## src/rtl/mem_port_arbiter_pkg.sv

```systemverilog
// Shared constants and state type for the instruction/data memory port arbiter.
package mem_port_arbiter_pkg;

  localparam int unsigned ArbMaxStreak = 4;
  localparam int unsigned ArbStreakW   = 3;
  localparam int unsigned MemWordAw    = 10;

  typedef enum logic [1:0] {
    StIdle   = 2'd0,
    StSetup  = 2'd1,
    StAccess = 2'd2,
    StResp   = 2'd3
  } arb_state_e;

endpackage

```

## src/rtl/mem_arb_select.sv

```systemverilog
// Combinational grant: D is preferred unless I has waited through MAX_STREAK D grants.
module mem_arb_select
  import mem_port_arbiter_pkg::*;
#(
  parameter int unsigned MAX_STREAK = ArbMaxStreak,
  parameter int unsigned STREAK_W   = ArbStreakW
) (
  input  logic                i_ireq,
  input  logic                i_dreq,
  input  logic [STREAK_W-1:0] i_streak,
  output logic                o_gnt_d,
  output logic                o_gnt_i
);

  localparam logic [STREAK_W-1:0] LpMax = STREAK_W'(MAX_STREAK);

  logic w_force_i;

  always_comb begin
    w_force_i = i_ireq && (i_streak == LpMax);
    o_gnt_d   = i_dreq && !w_force_i;
    o_gnt_i   = i_ireq && !o_gnt_d;
  end

endmodule

```

## src/rtl/mem_port_arbiter.sv

```systemverilog
// Single-port memory arbiter: fixed IDLE/SETUP/ACCESS/RESP sequence per access,
// one strobe per access, registered read data and done pulses.
module mem_port_arbiter
  import mem_port_arbiter_pkg::*;
#(
  parameter int unsigned MAX_STREAK = ArbMaxStreak,
  parameter int unsigned STREAK_W   = ArbStreakW
) (
  input  logic        clock,
  input  logic        reset,
  input  logic        i_req,
  input  logic [31:0] i_addr,
  output logic        i_done,
  output logic [31:0] i_rdata,
  input  logic        d_req,
  input  logic        d_we,
  input  logic [31:0] d_addr,
  input  logic [31:0] d_wdata,
  output logic        d_done,
  output logic [31:0] d_rdata,
  output logic        addr_err,
  output logic        mem_ren,
  output logic        mem_wen,
  output logic [31:0] mem_addr,
  output logic [31:0] mem_din,
  input  logic [31:0] mem_dout
);

  localparam logic [STREAK_W-1:0] LpMax = STREAK_W'(MAX_STREAK);

  arb_state_e          r_state, w_state_next;
  logic                w_gnt_d, w_gnt_i, w_grant;
  logic [31:0]         w_sel_addr;
  logic                r_win_d, r_we, r_hi_addr;
  logic [31:0]         r_mem_addr, r_mem_din, r_i_rdata, r_d_rdata;
  logic [STREAK_W-1:0] r_streak;
  logic                r_i_done, r_d_done, r_addr_err;

  mem_arb_select #(
    .MAX_STREAK (MAX_STREAK),
    .STREAK_W   (STREAK_W)
  ) u_select (
    .i_ireq   (i_req),
    .i_dreq   (d_req),
    .i_streak (r_streak),
    .o_gnt_d  (w_gnt_d),
    .o_gnt_i  (w_gnt_i)
  );

  always_comb begin
    w_grant      = (r_state == StIdle) && (w_gnt_d || w_gnt_i);
    w_sel_addr   = w_gnt_d ? d_addr : i_addr;
    w_state_next = r_state;
    unique case (r_state)
      StIdle:   if (w_grant) w_state_next = StSetup;
      StSetup:  w_state_next = StAccess;
      StAccess: w_state_next = StResp;
      StResp:   w_state_next = StIdle;
    endcase
  end

  always_ff @(posedge clock or posedge reset) begin
    if (reset) r_state <= StIdle;
    else       r_state <= w_state_next;
  end

  always_ff @(posedge clock or posedge reset) begin
    if (reset) begin
      r_win_d    <= 1'b0;
      r_we       <= 1'b0;
      r_hi_addr  <= 1'b0;
      r_mem_addr <= '0;
      r_mem_din  <= '0;
      r_i_rdata  <= '0;
      r_d_rdata  <= '0;
      r_streak   <= '0;
      r_i_done   <= 1'b0;
      r_d_done   <= 1'b0;
      r_addr_err <= 1'b0;
    end else begin
      r_i_done   <= 1'b0;
      r_d_done   <= 1'b0;
      r_addr_err <= 1'b0;
      if (w_grant) begin
        r_win_d    <= w_gnt_d;
        r_we       <= w_gnt_d && d_we;
        // Memory only decodes the low word-address bits; high bits just flag an error.
        r_mem_addr <= {{(32 - MemWordAw){1'b0}}, w_sel_addr[MemWordAw-1:0]};
        r_hi_addr  <= |w_sel_addr[31:MemWordAw];
        r_mem_din  <= w_gnt_d ? d_wdata : 32'h0;
        if (w_gnt_d && i_req) r_streak <= (r_streak == LpMax) ? r_streak : r_streak + 1'b1;
        else                  r_streak <= '0;
      end
      if (r_state == StAccess) begin
        r_i_done   <= !r_win_d;
        r_d_done   <= r_win_d;
        r_addr_err <= r_hi_addr;
        if (!r_we) begin
          if (r_win_d) r_d_rdata <= mem_dout;
          else         r_i_rdata <= mem_dout;
        end
      end
    end
  end

  // Strobes decode straight from state so an async reset drops them immediately.
  assign mem_ren  = (r_state == StAccess) && !r_we;
  assign mem_wen  = (r_state == StAccess) && r_we;
  assign mem_addr = r_mem_addr;
  assign mem_din  = r_mem_din;
  assign i_done   = r_i_done;
  assign d_done   = r_d_done;
  assign i_rdata  = r_i_rdata;
  assign d_rdata  = r_d_rdata;
  assign addr_err = r_addr_err;

endmodule

```

## config.mk

```make
export PLATFORM = sky130hd
export DESIGN_NAME = mem_port_arbiter
export DESIGN_NICKNAME = d
export VERILOG_FILES = /design/src/rtl/mem_port_arbiter_pkg.sv /design/src/rtl/mem_arb_select.sv /design/src/rtl/mem_port_arbiter.sv
export SDC_FILE = /design/constraint.sdc
export NUM_CORES = 1
export LEC_CHECK = 0
export ABC_CLOCK_PERIOD_IN_PS = 5300
export CAP_MARGIN = 20
export CORE_MARGIN = 1
export CORE_UTILIZATION = 39
export CTS_CLUSTER_DIAMETER = 200
export CTS_CLUSTER_SIZE = 20
export DETAILED_ROUTE_END_ITERATION = 12
export PLACE_DENSITY = 0.83
export SKIP_CTS_REPAIR_TIMING = 1
export SKIP_LAST_GASP = 1
export SLEW_MARGIN = 20
export SYNTH_ARGS = -nofsm -noshare
export SYNTH_HDL_FRONTEND = slang
export SYNTH_SLANG_ARGS = --single-unit
export TNS_END_PERCENT = 30
```

## constraint.sdc

```tcl
create_clock -name clock -period 5.3 [get_ports clock]
set_input_delay 1.06 -clock clock [delete_from_list [all_inputs] [get_ports clock]]
set_output_delay 1.06 -clock clock [all_outputs]
set_load 0.1 [all_outputs]
```

==> results of run 1 <==
how the worst min path moves through the flow:
stage / start / to / slack (ns) / cells past startpoint
global route: d_rdata[29] / d_rdata[29] / 0.49 / 1
global placement: mem_addr[6] / mem_addr[6] / 0.47 / 2
finish: mem_addr[6] / mem_addr[6] / 0.47 / 2
floorplan: r_hi_addr / r_hi_addr / 0.44 / 2
CTS: mem_addr[6] / mem_addr[6] / 0.48 / 2
detailed placement: mem_addr[6] / mem_addr[6] / 0.47 / 2
tightest hold or removal path, cell delays in order, from the launching register on:
cell and delay, ns:
dfrtp_1 0.33, nand2_1 0.05, o21ai_0 0.06
registers in the layout, indices dropped and copies added, names as in the netlist:
signal,flops
r_win_d,1
r_streak,3
r_hi_addr,1
addr_err,1
d_done,1
mem_din,32
r_we,1
mem_addr,10
d_rdata,32
i_done,1
r_state,2
i_rdata,32
logic make-up after synthesis:
group                      synth area share
AOI/OAI and AO/OA                   0.08161
DFF                                  0.5968
muxes                                0.1903
other                             0.0007644
and+or+nand+nor                     0.05280
buffers and inverters               0.06759
adders and majority gates           0.01020
layer usage:
metal	up-vias	routed length (µm)
met5	-	0
met4	0	223
met3	20	1135
met2	205	6834
met1	1778	4890
li1	1675	-
through the flow:
stage,area [µm²],instances,utilization,setup WS [ns],hold slack (ns)
6_report,7900,767,0.6523,1.738,0.4732
3_3_place_gp,7360,737,0.6076,2.184,0.4671
2_1_floorplan,4985,361,-,1.139,0.4409
5_1_grt,7900,767,0.6523,1.592,0.4940
3_5_place_dp,7360,737,0.6076,2.146,0.4693
4_1_cts,7900,767,0.6523,1.690,0.4811
cell type report:
cell class                      count  area [µm²]
Fill cell                         909        4212
Sequential cell                   117        2928
Timing Repair Buffer              247        2462
Multi-Input combinational cell    199        1734
Clock buffer                       20       456.7
Tap cell                          168       210.2
Clock inverter                     10       83.83
Inverter                            6       25.02
layout by cell type, fill, tap and decap left out, types with 3 or more instances in the layout:
master           instances
a22o_1                  33
and2_1                   3
buf_4                    4
clkbuf_16               17
clkdlybuf4s50_1        243
clkinv_2                 6
conb_1                  22
dfrtp_1                117
ha_1                     4
inv_1                    5
mux2_1                  30
mux2_2                   4
mux2_4                  30
mux2i_1                 10
nand2_1                 15
nand4_1                  3
nor2_1                   3
nor4_1                  10
o21ai_0                  3
o21ai_1                  9
==> reports/results.txt, run 1 <==
Status: finished clean
Layout cells sized above 1: 0.1235
Max Cap Violations: 0
CP max stage cell: clkdlybuf4s50_1
Largest net degree at the start of global routing: 67
Horiz. Die Dim: 114.2 µm
Routed len/inst: 17.06 µm
Worst-path fanout max: 6
Worst Reg-to-Reg Cells: 5
Core area: 12,110 µm²
Die Ht: 114.2 µm
Global Route Usage Sum: 0.2091
Stages on worst setup path: 4
Longest Clk Path Bufs: 2
Syn avg cell area: 14.43 µm²
TritonCTS Buffers: 17
CTS tree: done
Num ports: 266
Grt met3 use: 0.07041
Synth Warn #: 0
Clk root buf: clkbuf_16
Number of global-route vias before repair: 3,926
Top post-synthesis cells by count: dfrtp_1, a22o_1, mux2_1, mux2_4, buf_4
Mapped Cells: 340
Setup crit end: mem_ren
Initial antenna violation count: 0
Synthesis-stage register bit count: 117
Clock latency at the later pin of the worst-skew pair: 0.40 ns
DRC: 0
Reg clk slew, reported paths: 0.05 ns
Area share of the largest cell type after synthesis: 0.5968
CP required: 4.24 ns
Crit path max-delay family: buffers and inverters
Buf+Inv Stages, Crit Path: 2
Yosys cell types: 36
Post-synthesis cell area: 4906 µm²
H-tree levels: 4
Routed Antenna Nets: 0
Minimum clock period: 3.562 ns
Post-Route WL: 13,080 µm
Std-Cell Rows: 40
Area of the die: 13,030 µm²
Reg-to-Reg Start: r_state[0]
Clk sinks: 117
Sequential-to-total area share from yosys stat: 0.5968
Final worst path period share: 0.6721
Met1 GRT Util: 0.2292
Setup CP Type: reg -> out
Crit. Startpoint: r_state[0]
Crit path DAT: 2.50 ns
DR iter-0 viols: 168
Starting Density: 0.4051
Post-DP HPWL: 10,040 µm
F_max: 280.7 MHz
Post-synth top area cell: dfrtp_1
Post-synth EDFFs: 0
Final setup vio count: 0
Reg2Reg Setup Slack: 2.92 ns
Layout Nets: 725
Count leader, synth: dfrtp_1
Synth top area cells: dfrtp_1, mux2_4, mux2_1
Max-slew violation count: 0
CP Capture Type: output port
Vias per inst: 4.795
First-pass GRT wire length: 20,510 µm
Gpl congestion: 0.7611
Pin slew with the least headroom to its limit: 1.099 ns
Slew headroom: 0.2674
Global routing's busiest layer: met2
First-pass DRT Iterations: 4
ANT cells: 0
Synth Flop Type: dfrtp_1
Via count: 3,678
Area grow syn2layout: 61.03%
GRT overflow: 0
Met2 usage: 0.3733
Setup TNS: 0 ns
CP max stage delay: 1.16 ns
Synth async-reset ratio: 1.000
Port bufs: 243
RSZ-0062 raised after global routing: false
Final Hold Fails: 0
Hold Path Class: reg -> reg
Cells along the critical path: inv_1 > ha_1 > nor2b_4 > clkdlybuf4s50_1
Startpoint Class: register
Worst r2r dst: i_rdata[30]
Clock skew: 0.01738 ns
Power of run 1 is left out: the tool's default activity adds up to more than one toggle a clock period on the data nets, which glitch-free logic cannot reach.
==> run 2: changes to the inputs <==
--- a/config.mk
+++ b/config.mk
@@ -5,7 +5,7 @@
 export SDC_FILE = /design/constraint.sdc
 export NUM_CORES = 1
 export LEC_CHECK = 0
-export ABC_CLOCK_PERIOD_IN_PS = 5300
+export ABC_CLOCK_PERIOD_IN_PS = 3600
 export CAP_MARGIN = 20
 export CORE_MARGIN = 1
 export CORE_UTILIZATION = 39
==> constraint.sdc (replaced) <==
create_clock -name clock -period 3.6 [get_ports clock]
set_input_delay 0.72 -clock clock [delete_from_list [all_inputs] [get_ports clock]]
set_output_delay 0.72 -clock clock [all_outputs]
set_load 0.1 [all_outputs]
==> run 2 against run 1 <==
  * Via count about the same
  * Flip-flop and latch count unchanged
  * Global-route usage increased by 0.15 points
  * Critical path depth decreased by 3
  * First-iteration DRC count increased by 29%
  * Clock skew decreased by 0.0094 ns
  * Die area unchanged
  * Largest cell class unchanged
==> reports/results.txt, run 2 (same netlist as run 1, synthesis figures left out) <==
Status: finished clean
H-tree levels: 4
Max-slew violation count: 0
Minimum clock period: 2.658 ns
Global Route Usage Sum: 0.2105
Setup TNS: 0 ns
Final setup vio count: 0
Gpl congestion: 0.8083
Reg2Reg Setup Slack: 1.41 ns
Max Cap Violations: 0
F_max: 376.2 MHz
Placed Cells: 737
Longest Clk Path Bufs: 2
CP required: 2.88 ns
Slew headroom: 0.3186
Clk sinks: 117
CP Capture Type: output port
First-pass GRT wire length: 20,580 µm
RSZ-0062 raised after global routing: false
Core area: 12,110 µm²
GRT overflow: 0
Commonest non-fill, non-tap cell in the layout: clkdlybuf4s50_1
Crit path max-delay family: buffers and inverters
DR iter-0 viols: 217
Hold Path Class: reg -> reg
Post-Route WL: 13,170 µm
Std-Cell Rows: 40
Setup CP Type: reg -> out
Clk root buf: clkbuf_16
Num ports: 266
Final Hold Fails: 0
Largest net degree at the start of global routing: 63
Final Util: 0.6577
Routed len/inst: 17.12 µm
Area grow syn2layout: 62.38%
Layout Nets: 725
Die Ht: 114.2 µm
Fillers: 907
Post-DP HPWL: 9929 µm
Clock latency at the later pin of the worst-skew pair: 0.40 ns
Routed Antenna Nets: 0
Worst-path fanout max: 2
Pin slew with the least headroom to its limit: 1.019 ns
Final worst path period share: 0.7385
Initial antenna violation count: 0
Number of global-route vias before repair: 3,860
Clock skew: 0.007971 ns
Vias per inst: 4.784
CP max stage cell: clkdlybuf4s50_1
Final Cell Area: 7966 µm²
ANT cells: 0
Layout cells sized above 1: 0.1381
Startpoint Class: register
Placed inst area: 7376 µm²
Crit path DAT: 1.94 ns
Port bufs: 243
DRC: 0
Area of the die: 13,030 µm²
TritonCTS Buffers: 17
First-pass DRT Iterations: 4
CTS tree: done
CP max stage delay: 1.17 ns
Final cell count without fillers: 769
Commonest non-fill, non-tap cells in the layout: clkdlybuf4s50_1, dfrtp_1, a22o_1, mux2_1, mux2_4
Reg clk slew, reported paths: 0.06 ns
Cells along the critical path: clkdlybuf4s50_1
Buf+Inv Stages, Crit Path: 1
Horiz. Die Dim: 114.2 µm
Starting Density: 0.4051
Via count: 3,679
-- run 2: per-layer routing --
layer | up-vias | global-route usage | wire length, µm
met5 | - | 0 | 0
met4 | 0 | 0.09784 | 325
met3 | 25 | 0.06458 | 974
met2 | 187 | 0.3689 | 6844
met1 | 1785 | 0.2339 | 5022
li1 | 1682 | - | -
-- run 2: final cells by class --
cell class | instances | area, µm² | share of cell area
timing repair buffer | 247 | 2472 | 0.3104
multi-input combinational | 199 | 1739 | 0.2183
clock inverter | 14 | 151.4 | 0.01900
sequential | 117 | 2928 | 0.3675
tap | 168 | 210.2 | 0.02639
inverter | 6 | 26.28 | 0.003298
clock buffer | 18 | 439.2 | 0.05513
-- run 2: final timing paths --
check	end	depth (start not counted)	from
worst min register to register	mem_addr[8]	2	mem_addr[8]
worst max register to register	i_rdata[30]	6	r_state[0]
worst max-delay path	d_rdata[21]	1	d_rdata[21]
worst min-delay path	mem_addr[8]	2	mem_addr[8]
min in group asynchronous	d_rdata[5]	2	reset
max in group asynchronous	i_rdata[12]	3	reset
-- run 2: per-stage QoR --
stage | setup slack (ns) | hold slack (ns)
after floorplan | 1.453 | 0.4409
after global placement | 0.5793 | 0.4698
after detailed placement | 0.8807 | 0.4766
after CTS | 0.9177 | 0.4898
after global routing | 0.8898 | 0.5051
final | 0.9416 | 0.4836
-- run 2: worst register-to-register path: cells and delay by family (launching register included) --
| family | cells | cell delay [ns] |
|---|---|---|
| and+or+nand+nor | 2 | 0.37 |
| adders and majority gates | 1 | 0.30 |
| buffers and inverters | 2 | 0.59 |
| muxes | 1 | 0.42 |
| DFF | 1 | 0.39 |
Power of run 2 is left out for the same reason.
==> run 3: changes to the inputs <==
--- a/config.mk
+++ b/config.mk
@@ -5,7 +5,7 @@
 export SDC_FILE = /design/constraint.sdc
 export NUM_CORES = 1
 export LEC_CHECK = 0
-export ABC_CLOCK_PERIOD_IN_PS = 3600
+export ABC_CLOCK_PERIOD_IN_PS = 2500
 export CAP_MARGIN = 20
 export CORE_MARGIN = 1
 export CORE_UTILIZATION = 39
==> constraint.sdc (replaced) <==
create_clock -name clock -period 2.5 [get_ports clock]
set_input_delay 0.5 -clock clock [delete_from_list [all_inputs] [get_ports clock]]
set_output_delay 0.5 -clock clock [all_outputs]
set_load 0.1 [all_outputs]
==> run 3 against run 2 <==
  * Sequential share of layout area up 0.72 points
  * Clock skew down 0.0022 ns
  * Die area unchanged
  * Critical endpoint is now mem_wen
  * Largest cell class unchanged
==> reports/results.txt, run 3 (same netlist as run 1, synthesis figures left out) <==
CTS tree: done
Status: finished clean
Layout cells sized above 1: 0.3191
Core area: 12,110 µm²
CP max stage cell: dfrtp_1
CP Capture Type: output port
First-pass DRT Iterations: 4
H-tree levels: 4
Clock skew: 0.005728 ns
Clk root buf: clkbuf_16
Crit path DAT: 1.57 ns
Layout Nets: 732
Horiz. Die Dim: 114.2 µm
Startpoint Class: register
CP required: 2.00 ns
Starting Density: 0.4051
Final worst path period share: 0.8296
Global Route Usage Sum: 0.2055
Area of the die: 13,030 µm²
Post-DP HPWL: 9855 µm
RSZ-0062 raised after global routing: false
Gpl congestion: 0.8180
Max-slew violation count: 0
DRC: 0
GRT overflow: 0
Final Hold Fails: 0
Area grow syn2layout: 59.27%
Clk sinks: 117
Worst-path fanout max: 5
Via count: 3,732
ANT cells: 0
Post-Route WL: 13,310 µm
Port bufs: 243
DR iter-0 viols: 244
Commonest non-fill, non-tap cells in the layout: clkdlybuf4s50_1, buf_4, dfrtp_1, a22o_1
Crit path max-delay family: buffers and inverters
Setup CP Type: reg -> out
CP max stage delay: 0.38 ns
Clock latency at the later pin of the worst-skew pair: 0.40 ns
Max Cap Violations: 0
Initial antenna violation count: 0
First-pass GRT wire length: 20,070 µm
Std-Cell Rows: 40
Number of global-route vias before repair: 3,823
Routed Antenna Nets: 0
Final setup vio count: 0
F_max: 482.2 MHz
Routed len/inst: 17.15 µm
Reg clk slew, reported paths: 0.06 ns
Hold Path Class: in -> async
Die Ht: 114.2 µm
Minimum clock period: 2.074 ns
Cells along the critical path: inv_1 > ha_1 > buf_4 > and2_1 > buf_12
Largest net degree at the start of global routing: 58
Setup TNS: 0 ns
Pin slew with the least headroom to its limit: 0.7568 ns
Commonest non-fill, non-tap cell in the layout: clkdlybuf4s50_1
Num ports: 266
Buf+Inv Stages, Crit Path: 3
Slew headroom: 0.4943
TritonCTS Buffers: 17
Longest Clk Path Bufs: 2
Vias per inst: 4.809
run 3: stage by stage:
stage | worst slack [ns] | cells | hold slack (ns) | utilization | cell area, µm²
finish | 0.4260 | 776 | 0.4187 | 0.6451 | 7814
global route | 0.3467 | 776 | 0.4282 | 0.6451 | 7814
CTS | 0.3873 | 776 | 0.4149 | 0.6451 | 7814
detailed placement | 0.4014 | 744 | 0.4605 | 0.5937 | 7191
global placement | 0.08072 | 744 | 0.4594 | 0.5933 | 7186
floorplan | 0.3901 | 361 | 0.4409 | - | 4989
run 3: routing by layer:
layer	GRT usage	vias up	routed length, µm
met5	0	-	0
met4	0.09524	0	242
met3	0.05929	17	1059
met2	0.3535	206	6970
met1	0.2364	1820	5036
li1	-	1689	-
run 3: path summary, 6_finish.rpt:
check	start	endpoint	slack, ns	depth (start not counted)
min reg2reg	r_hi_addr	r_hi_addr	0.47	2
min	reset	d_rdata[8]	0.42	2
max in group asynchronous	reset	mem_addr[7]	1.46	3
max	r_state[0]	mem_wen	0.43	5
max reg2reg	r_state[0]	i_rdata[30]	0.55	6
min in group clock	r_hi_addr	r_hi_addr	0.47	2
run 3: final cells by class:
class / instances / area, µm²
Fill cell: 908 / 4298
Sequential cell: 117 / 2928
Timing Repair Buffer: 254 / 2287
Multi-Input combinational cell: 199 / 1739
Clock buffer: 19 / 442.9
Tap cell: 168 / 210.2
Clock inverter: 13 / 180.2
Inverter: 6 / 26.28
Power of run 3 is left out for the same reason.
